==> src/rtl/toy_pack.sv <==
// Shared icache types and sizing constants for the MSHR array and the data RAM path.
// Holds dataram read/write payloads and the arbitrated dataram request format.
package toy_pack;

   localparam int MSHR_ENTRY_NUM  = 8;
   localparam int WR_STARVE_LIMIT = 4;

   localparam int WAY_W       = 2;
   localparam int IDX_W       = 6;
   localparam int TXNID_W     = 4;
   localparam int LINE_DATA_W = 32;
   localparam int ENTRY_ID_W  = (MSHR_ENTRY_NUM > 1) ? $clog2(MSHR_ENTRY_NUM) : 1;

   typedef struct packed {
      logic [WAY_W-1:0]   way;
      logic [IDX_W-1:0]   index;
      logic [TXNID_W-1:0] txnid;
   } dataram_rd_pld_t;

   typedef struct packed {
      logic [WAY_W-1:0]       way;
      logic [IDX_W-1:0]       index;
      logic [LINE_DATA_W-1:0] data;
      logic                   line_a;
   } dataram_wr_pld_t;

   typedef struct packed {
      logic                  is_wr;
      logic [ENTRY_ID_W-1:0] entry_id;
      dataram_rd_pld_t       rdA;
      dataram_rd_pld_t       rdB;
      dataram_wr_pld_t       wr;
   } dataram_req_t;

endpackage

==> src/rtl/icache_rr_arb.sv <==
// N-way round-robin picker: searches from the pointer upward, reports a one-hot grant,
// and moves the pointer just past the winner when adv is asserted.
module icache_rr_arb #(
   parameter int N = 8,
   localparam int IW = (N > 1) ? $clog2(N) : 1
) (
   input  logic          clk,
   input  logic          rst,
   input  logic [N-1:0]  req,
   input  logic          adv,
   output logic [N-1:0]  gnt,
   output logic [IW-1:0] gnt_idx,
   output logic          gnt_vld
);

   logic [IW-1:0] ptr_reg;
   logic [IW-1:0] ptr_next;

   // Walk offsets from farthest to nearest so the entry closest to the pointer wins.
   always_comb begin
      int k;
      gnt_vld = 1'b0;
      gnt_idx = '0;
      k       = 0;
      for (int o = N - 1; o >= 0; o--) begin
         k = int'(ptr_reg) + o;
         if (k >= N) k = k - N;
         if (req[k]) begin
            gnt_vld = 1'b1;
            gnt_idx = IW'(k);
         end
      end
   end

   for (genvar gi = 0; gi < N; gi++) begin : g_gnt
      assign gnt[gi] = gnt_vld && (gnt_idx == IW'(gi));
   end

   always_comb begin
      ptr_next = ptr_reg;
      if (adv && gnt_vld) begin
         ptr_next = (gnt_idx == IW'(N - 1)) ? '0 : gnt_idx + IW'(1);
      end
   end

   always_ff @(posedge clk) begin
      if (rst) begin
         ptr_reg <= '0;
      end else begin
         ptr_reg <= ptr_next;
      end
   end

endmodule

==> src/rtl/icache_dataram_arb.sv <==
// Arbiter for the shared icache data RAM port: linefill writes beat MSHR A/B reads,
// reads are round-robin, one registered request stage. Optional: ICACHE_DATARAM_ARB_STARVE_EN.
module icache_dataram_arb #(
   parameter int MSHR_ENTRY_NUM  = toy_pack::MSHR_ENTRY_NUM,
   parameter int WR_STARVE_LIMIT = toy_pack::WR_STARVE_LIMIT
) (
   input  logic                                         clk,
   input  logic                                         rst,
   input  logic [MSHR_ENTRY_NUM-1:0]                    v_rd_vld,
   input  toy_pack::dataram_rd_pld_t [MSHR_ENTRY_NUM-1:0] v_rd_pldA,
   input  toy_pack::dataram_rd_pld_t [MSHR_ENTRY_NUM-1:0] v_rd_pldB,
   output logic [MSHR_ENTRY_NUM-1:0]                    v_rd_rdy,
   input  logic                                         linefill_wr_vld,
   input  toy_pack::dataram_wr_pld_t                    linefill_wr_pld,
   output logic                                         linefill_wr_rdy,
   output logic                                         dataram_req_vld,
   output toy_pack::dataram_req_t                       dataram_req_pld,
   input  logic                                         dataram_req_rdy
);

   localparam int IW = (MSHR_ENTRY_NUM > 1) ? $clog2(MSHR_ENTRY_NUM) : 1;

   if (WR_STARVE_LIMIT < 1) begin : g_bad_limit
      $error("WR_STARVE_LIMIT must be at least 1");
   end

   logic                      stage_free;
   logic                      force_rd;
   logic                      wr_gnt;
   logic                      rd_gnt;
   logic [MSHR_ENTRY_NUM-1:0] rr_gnt;
   logic [IW-1:0]             rr_idx;
   logic                      rr_vld;

   logic                      req_vld_reg;
   toy_pack::dataram_req_t    req_reg;
   toy_pack::dataram_req_t    req_next;

   // A draining stage can be refilled in the same cycle, so back-to-back requests see no bubble.
   assign stage_free = !req_vld_reg || dataram_req_rdy;
   assign wr_gnt     = !rst && stage_free && linefill_wr_vld && !force_rd;
   assign rd_gnt     = !rst && stage_free && rr_vld && !wr_gnt;

   icache_rr_arb #(
      .N (MSHR_ENTRY_NUM)
   ) u_rd_rr (
      .clk     (clk),
      .rst     (rst),
      .req     (v_rd_vld),
      .adv     (rd_gnt),
      .gnt     (rr_gnt),
      .gnt_idx (rr_idx),
      .gnt_vld (rr_vld)
   );

   for (genvar gi = 0; gi < MSHR_ENTRY_NUM; gi++) begin : g_rd_rdy
      assign v_rd_rdy[gi] = rd_gnt && rr_gnt[gi];
   end

   assign linefill_wr_rdy = wr_gnt;

`ifdef ICACHE_DATARAM_ARB_STARVE_EN
   localparam int SW = $clog2(WR_STARVE_LIMIT + 1);

   logic [SW-1:0] starve_cnt_reg;
   logic [SW-1:0] starve_cnt_next;
   logic          rd_pending;

   assign rd_pending = |v_rd_vld;
   assign force_rd   = rd_pending && (starve_cnt_reg == SW'(WR_STARVE_LIMIT));

   // Counts writes that overtook a waiting read; stalled cycles leave it unchanged.
   always_comb begin
      starve_cnt_next = starve_cnt_reg;
      if (rd_gnt || !rd_pending) begin
         starve_cnt_next = '0;
      end else if (wr_gnt && (starve_cnt_reg != SW'(WR_STARVE_LIMIT))) begin
         starve_cnt_next = starve_cnt_reg + SW'(1);
      end
   end

   always_ff @(posedge clk) begin
      if (rst) begin
         starve_cnt_reg <= '0;
      end else begin
         starve_cnt_reg <= starve_cnt_next;
      end
   end
`else
   assign force_rd = 1'b0;
`endif

   always_comb begin
      req_next       = '0;
      req_next.is_wr = wr_gnt;
      if (wr_gnt) begin
         req_next.wr = linefill_wr_pld;
      end else begin
         req_next.entry_id = toy_pack::ENTRY_ID_W'(rr_idx);
         req_next.rdA      = v_rd_pldA[rr_idx];
         req_next.rdB      = v_rd_pldB[rr_idx];
      end
   end

   always_ff @(posedge clk) begin
      if (rst) begin
         req_vld_reg <= 1'b0;
         req_reg     <= '0;
      end else if (wr_gnt || rd_gnt) begin
         req_vld_reg <= 1'b1;
         req_reg     <= req_next;
      end else if (dataram_req_rdy) begin
         req_vld_reg <= 1'b0;
      end
   end

   assign dataram_req_vld = req_vld_reg;
   assign dataram_req_pld = req_reg;

endmodule

==> config.mk <==
export PLATFORM = sky130hd
export DESIGN_NAME = icache_dataram_arb
export DESIGN_NICKNAME = d
export VERILOG_FILES = /design/src/rtl/toy_pack.sv /design/src/rtl/icache_rr_arb.sv /design/src/rtl/icache_dataram_arb.sv
export SDC_FILE = /design/constraint.sdc
export NUM_CORES = 1
export LEC_CHECK = 0
export ABC_AREA = 1
export CAP_MARGIN = 0
export CORE_ASPECT_RATIO = 0.5
export CORE_MARGIN = 2
export CORE_UTILIZATION = 42
export DETAILED_ROUTE_END_ITERATION = 8
export HOLD_SLACK_MARGIN = 0.08
export PLACE_DENSITY = 0.95
export SLEW_MARGIN = 5
export SYNTH_ARGS = -nofsm -noshare
export SYNTH_HDL_FRONTEND = slang
export SYNTH_SLANG_ARGS = --single-unit
==> constraint.sdc <==
create_clock -name clk -period 5.77 [get_ports clk]
set_clock_uncertainty 0.15 [all_clocks]
set_input_delay 1.154 -clock clk [delete_from_list [all_inputs] [get_ports clk]]
set_output_delay 1.154 -clock clk [all_outputs]
set_load 0.02 [all_outputs]
==> impl_metrics.json, run 1 <==
{
  "outcome": "finished clean",
  "period_minus_slack_ns": 5.287,
  "drc": 0,
  "p_int_w": 0.001505,
  "synthArstFlopShare_pct": 0,
  "placed_area_sq_um": 8676,
  "crit_chain": "clkdlybuf4s50_1 -> nand2_1 -> nand3_1 -> nand3_1 -> nand2_1 -> inv_1 -> nand4_1 -> nor3_1 -> nor2_2 -> inv_2 -> nor2_8 -> buf_4 -> nand2_1 -> inv_1 -> clkdlybuf4s50_1",
  "rsz0062_at_grt": "no",
  "largest_reg_flops": 69,
  "antenna_cells": 0,
  "clkTransAtPathRegs_ns": 0.06,
  "design.die.area_sq_um": 13920,
  "yosysWarnings": 0,
  "start_util_pct": 42.90,
  "fin_setup_tns_ns": 0,
  "synth_edf_count": 0,
  "die_x_um": 164.8,
  "fin_area_sq_um": 9004,
  "cts.hold.buffers_added": 0,
  "hold_class": "reg -> reg",
  "critPathCapture": "v_rd_rdy[7]",
  "regToRegEndpoint": "dataram_req_pld[13]",
  "clkPwrFrac_pct": 23.2,
  "p_sw_w": 0.001147,
  "crit_type": "in -> out",
  "htreeDepth": 3,
  "r2r_slack_ns": 1.62,
  "slowest_stage": "clkdlybuf4s50_1",
  "sw_frac_of_total_pct": 43.25,
  "timing.final.crit_share_pct": 91.62,
  "gp_congestion": 0.9538,
  "synth_cell_types": 28,
  "path_common_cell": "nand2_1",
  "pwr-share-comb_pct": 54.6,
  "synthCells": 941,
  "dp_hpwl_um": 16420,
  "rr_worst_depth": 14,
  "cap_violations": 0,
  "ys_ff_latch": 73,
  "drt_iter0_drc": 700,
  "ir_drop_mv": 0.2521,
  "syn_area_per_cell_sq_um": 5.773,
  "crit_arrival_ns": 3.98,
  "synth-main-ff-cell": "dfxtp_1",
  "clkLatencyLatePin_ns": 0.33,
  "critPathMaxStageDelay_ns": 0.64,
  "cts_buffer_depth": 2,
  "clock-sinks": 73,
  "grt_pass1_vias": 7064,
  "ant_nets": 0,
  "r2r-start": "u_rd_rr.ptr_reg[1]",
  "drt_first_pass_iters": 5,
  "seq_area_frac_synth_pct": 26.90,
  "antenna_found_initial": 0,
  "core_sq_um": 12660,
  "fillers": 1025,
  "area.growth.synth_to_final_pct": 65.73,
  "max_clock_freq_mhz": 189.2,
  "drive_above_1_share_pct": 5.263,
  "cts_setup_buffers": 0,
  "finalSetupViolations": 0,
  "io_pins": 324,
  "final_nets": 1479,
  "synth_area_sq_um": 5433,
  "p_per_area_nw_per_um2": 294.5,
  "cts_resized": 0,
  "via_count": 7326,
  "wl_um": 21640,
  "crit_path_max_fanout": 27,
  "worstPathRequired_ns": 4.47,
  "startpoint": "v_rd_vld[2]",
  "track_usage_pct": 30.98,
  "cp-end-kind": "output pin",
  "wl_per_cell_um": 15.40,
  "hold_ws_ns": 0.3120,
  "leakagePower_nw": 3.913,
  "total_power_w": 0.002652,
  "startpoint_type": "primary input",
  "slew_viol_final": 0,
  "cts_buffers": 9,
  "grt_max_degree": 75,
  "maxSlewHeadroom_pct": 46.08,
  "hold_viol": 0,
  "seqPwrFrac_pct": 22.2,
  "syn_nets": 1190,
  "cts_tree": "built",
  "port_buffers": 323,
  "cts-root-buf": "clkbuf_16",
  "avgViaCountPerCell": 5.214,
  "die_y_um": 84.42,
  "grt_first_pass_wirelength_um": 34200,
  "worst_slew_pin_slew_ns": 0.8069,
  "row_count": 29,
  "grt-ovfl-total": 0
}
[worst max-delay path, delay by kind of cell]
kind | cells | cell delay, ns
buf+inv | 6 | 1.75
simple gates | 9 | 1.08
[cells by family after synthesis]
group / after synthesis / synth area share (%)
and+or+nand+nor: 596 / 47.35
adders and majority gates: 4 / 0.9213
DFF: 73 / 26.90
AOI/OAI and AO/OA: 130 / 13.27
buffers and inverters: 138 / 11.56
[metal layers]
metal	part of all wire [%]	vias up	wire length [um]	GRT usage, %
li1	-	3573	-	-
met1	40	3284	8598	36.66
met2	48	375	10340	53.48
met3	7.3	94	1586	6.868
met4	5.1	0	1112	14.94
met5	0	-	0	0
[cells in the mapped netlist, types with 3 or more instances]
| library cell | number | area share (%) |
|---|---|---|
| a21oi_1 | 77 | 7.1 |
| buf_2 | 29 | 2.7 |
| buf_4 | 5 | 0.69 |
| buf_6 | 7 | 1.5 |
| clkbuf_1 | 21 | 1.5 |
| dfxtp_1 | 73 | 27 |
| ha_1 | 4 | 0.92 |
| inv_1 | 63 | 4.4 |
| inv_2 | 12 | 0.83 |
| nand2_1 | 406 | 28 |
| nand2_2 | 7 | 0.81 |
| nand2_4 | 3 | 0.62 |
| nand3_1 | 131 | 12 |
| nand3b_1 | 23 | 3.2 |
| nor2_1 | 18 | 1.2 |
| o21ai_0 | 22 | 2.0 |
| o21ai_1 | 5 | 0.46 |
| o21bai_1 | 23 | 3.2 |
[how the worst min path moves through the flow]
stage                             start                   to  slack, ns  cells after the start
floorplan            dataram_req_pld[1]   dataram_req_pld[1]       0.39                      2
global placement     dataram_req_pld[5]   dataram_req_pld[5]       0.30                      2
detailed placement  dataram_req_pld[11]  dataram_req_pld[11]       0.30                      2
CTS                 dataram_req_pld[11]  dataram_req_pld[11]       0.31                      2
global route        dataram_req_pld[26]  dataram_req_pld[26]       0.33                      2
finish              dataram_req_pld[20]  dataram_req_pld[20]       0.31                      2
[placed cells by master (no fill, tap or decap), types with 2 or more instances in the layout]
cell type,n
clkbuf_16,9
nand2_4,3
nor2_2,2
inv_1,63
buf_4,17
nand2_1,406
nand3b_1,23
ha_1,4
nand2_2,7
nor2_1,17
bufinv_16,2
o21bai_1,23
o21ai_1,5
inv_2,12
nand3_2,2
o21ai_0,22
nor2_4,2
dfxtp_1,73
clkdlybuf4s50_1,322
nand3_1,131
a21oi_1,77
clkinv_4,2
[area by class of cell]
| cell class | instances | area [sq um] | area share, % |
|---|---|---|---|
| clock buffer | 9 | 225.2 | 2.501 |
| clock inverter | 7 | 102.6 | 1.140 |
| inverter | 76 | 287.8 | 3.196 |
| sequential | 73 | 1461 | 16.23 |
| timing repair buffer | 340 | 3356 | 37.27 |
| tap | 170 | 212.7 | 2.362 |
| multi-input combinational | 730 | 3358 | 37.30 |
[metrics by stage]
step / worst slack (ns) / std cells / utilization, %
after floorplan: 1.677 / 941 / -
after global placement: 0.7001 / 1389 / 68.51
after detailed placement: 0.6272 / 1389 / 68.51
after CTS: 0.5422 / 1405 / 71.10
after global routing: 0.2560 / 1405 / 71.10
final: 0.4834 / 1405 / 71.10
[power groups by stage]
stage          Sequential [W]  Clock (W)  Combinational [W]
5_1_grt              0.000594   0.000645            0.00161
3_5_place_dp         0.000598          0            0.00143
6_report             0.000589   0.000616            0.00145
4_1_cts              0.000588   0.000623            0.00144
3_3_place_gp         0.000596          0            0.00140
2_1_floorplan        0.000650          0           0.000912
Note: power is estimated with default switching activity, not from simulation.
==> inputs of run 2 (changes only) <==
Settings changed: CTS_BUF_LIST from default to sky130_fd_sc_hd__clkbuf_4 sky130_fd_sc_hd__clkbuf_8 sky130_fd_sc_hd__clkbuf_16, CTS_CLUSTER_SIZE from default to 25, GPL_TIMING_DRIVEN from default to 0.
==> run 2 against run 1 <==
Compared with the run above:
- sequential share of layout area down 0.28 points
- clock power down 10%
- first-iteration DRC count fell by 10%
- setup slack got worse by 0.21 ns
- die area stayed put
- largest power group unchanged
==> impl_metrics.json, run 2 (synthesis results as in run 1) <==
{
  "outcome": "finished clean",
  "grt_first_pass_wirelength_um": 37170,
  "grtUsageMet2_pct": 59.79,
  "crit_arrival_ns": 4.19,
  "final_nets": 1523,
  "via_count": 7673,
  "design.die.area_sq_um": 13920,
  "antenna_cells": 0,
  "htreeDepth": 3,
  "dp_hpwl_um": 19360,
  "die_x_um": 164.8,
  "port_buffers": 322,
  "start_util_pct": 42.90,
  "largest_reg_flops": 69,
  "grt_pass1_vias": 7230,
  "final_common_cell": "nand2_1",
  "slowest_stage": "clkdlybuf4s50_1",
  "max_clock_freq_mhz": 181.9,
  "hold_ws_ns": 0.3114,
  "fin_setup_tns_ns": 0,
  "whs_path_depth": 2,
  "drive_above_1_share_pct": 6.802,
  "rsz0062_at_grt": "no",
  "placed_area_sq_um": 8869,
  "startpoint_type": "primary input",
  "drt_iter0_drc": 628,
  "drt_first_pass_iters": 5,
  "cts_tree": "built",
  "grt_max_degree": 16,
  "cp-end-kind": "output pin",
  "maxSlewHeadroom_pct": 57.99,
  "grt.met1_usage_pct": 42.06,
  "finalSetupViolations": 0,
  "leakagePower_nw": 4.005,
  "ir_drop_mv": 0.1777,
  "worst_slew_pin_slew_ns": 0.6301,
  "finalNonFillerCells": 1449,
  "crit_type": "in -> out",
  "hold_viol": 0,
  "ant_nets": 0,
  "core_sq_um": 12660,
  "antenna_found_initial": 0,
  "rr_worst_depth": 21,
  "worstPathRequired_ns": 4.47,
  "row_count": 29,
  "layout_common_cells": "nand2_1 (406), clkdlybuf4s50_1 (322), nand3_1 (131), a21oi_1 (77), dfxtp_1 (73)",
  "grt-ovfl-total": 0,
  "gp_congestion": 0.9734,
  "die_y_um": 84.42,
  "drc": 0,
  "met3_usage_pct": 5.830,
  "hold_class": "reg -> reg",
  "cts_buffer_depth": 2,
  "cts-root-buf": "clkbuf_16",
  "grt.busiest_layer": "met2",
  "wl_per_cell_um": 16.63,
  "crit_path_max_fanout": 10,
  "area.growth.synth_to_final_pct": 68.66,
  "timing.final.crit_share_pct": 95.30,
  "period_minus_slack_ns": 5.499,
  "io_pins": 324,
  "cts.hold.buffers_added": 0,
  "crit_chain": "clkdlybuf4s50_1 -> nand2_1 -> nand3_1 -> nand3_1 -> nand2_1 -> a21oi_1 -> nand3_1 -> nand2_1 -> nand2_1 -> nand2_1 -> a21oi_4 -> buf_2 -> ha_1 -> ha_1 -> nand2_1 -> inv_1 -> clkdlybuf4s50_1",
  "track_usage_pct": 34.33,
  "fin_area_sq_um": 9163,
  "slew_viol_final": 0,
  "cts_buffers": 9,
  "clock-sinks": 73,
  "dp.cells": 1433,
  "critPathMaxStageDelay_ns": 0.62,
  "p_per_area_nw_per_um2": 299.0,
  "avgViaCountPerCell": 5.295,
  "cap_violations": 0,
  "total_power_w": 0.002740,
  "clkLatencyLatePin_ns": 0.34,
  "wl_um": 24100,
  "path_common_cell": "nand2_1",
  "clkTransAtPathRegs_ns": 0.06
}
==> run 2: cell types whose count changed in the layout (fill, tap and decap cells not counted), moves of 2 or more <==
cell / change
buf_2: +28
clkbuf_1: +21
buf_4: -12
buf_6: +7
bufinv_16: -2
clkinvlp_4: +2
inv_6: +2
==> run 2: worst paths after layout <==
kind / startpoint / endpoint / slack, ns
worst min-delay path: dataram_req_pld[16] / dataram_req_pld[16] / 0.31
worst min register to register: dataram_req_pld[16] / dataram_req_pld[16] / 0.31
worst max register to register: u_rd_rr.ptr_reg[1] / dataram_req_pld[42] / 2.16
worst max-delay path: v_rd_vld[3] / v_rd_rdy[7] / 0.27
==> run 2: per-layer routing <==
layer  vias to the layer above  wire length, um
met1                      3525             9907
met4                         0             1132
met2                       383            11350
li1                       3665                -
met3                       100             1710
met5                         -                0
==> run 2: final cells by class <==
type / count / area, sq um
Inverter: 76 / 287.8
Clock inverter: 7 / 61.31
Tap cell: 170 / 212.7
Fill cell: 1047 / 3501
Buffer: 62 / 340.3
Timing Repair Buffer: 322 / 3223
Clock buffer: 9 / 225.2
Multi-Input combinational cell: 730 / 3351
Sequential cell: 73 / 1461
==> run 2: worst max-delay path, delay by kind of cell <==
family	cells	cell delay, ns
AO/OA/AOI/OAI	2	0.32
adder cells (fa/ha/maj)	2	0.39
buffers and inverters	4	1.46
AND/OR/NAND/NOR	9	0.85
==> run 2: through the flow <==
stage / utilization (%) / worst slack (ns)
after floorplan: - / 1.677
after global placement: 70.03 / 0.2634
after detailed placement: 70.03 / 0.2246
after CTS: 72.30 / 0.2179
after global routing: 72.35 / 0.04167
final: 72.35 / 0.2710
==> run 2: repair_timing <==
action	4_1_cts	5_1_grt
resized for setup	0	1
endpoints found under the setup margin	0	1
buffers inserted	0	0
==> run 2: where the power goes <==
group / leakage (nW) / switching, W / total [W] / internal (W)
clock network: 0.135 / 0.000254 / 0.000553 / 0.000300
logic: 3.27 / 0.000978 / 0.00160 / 0.000623
registers: 0.596 / 0.0000305 / 0.000585 / 0.000555
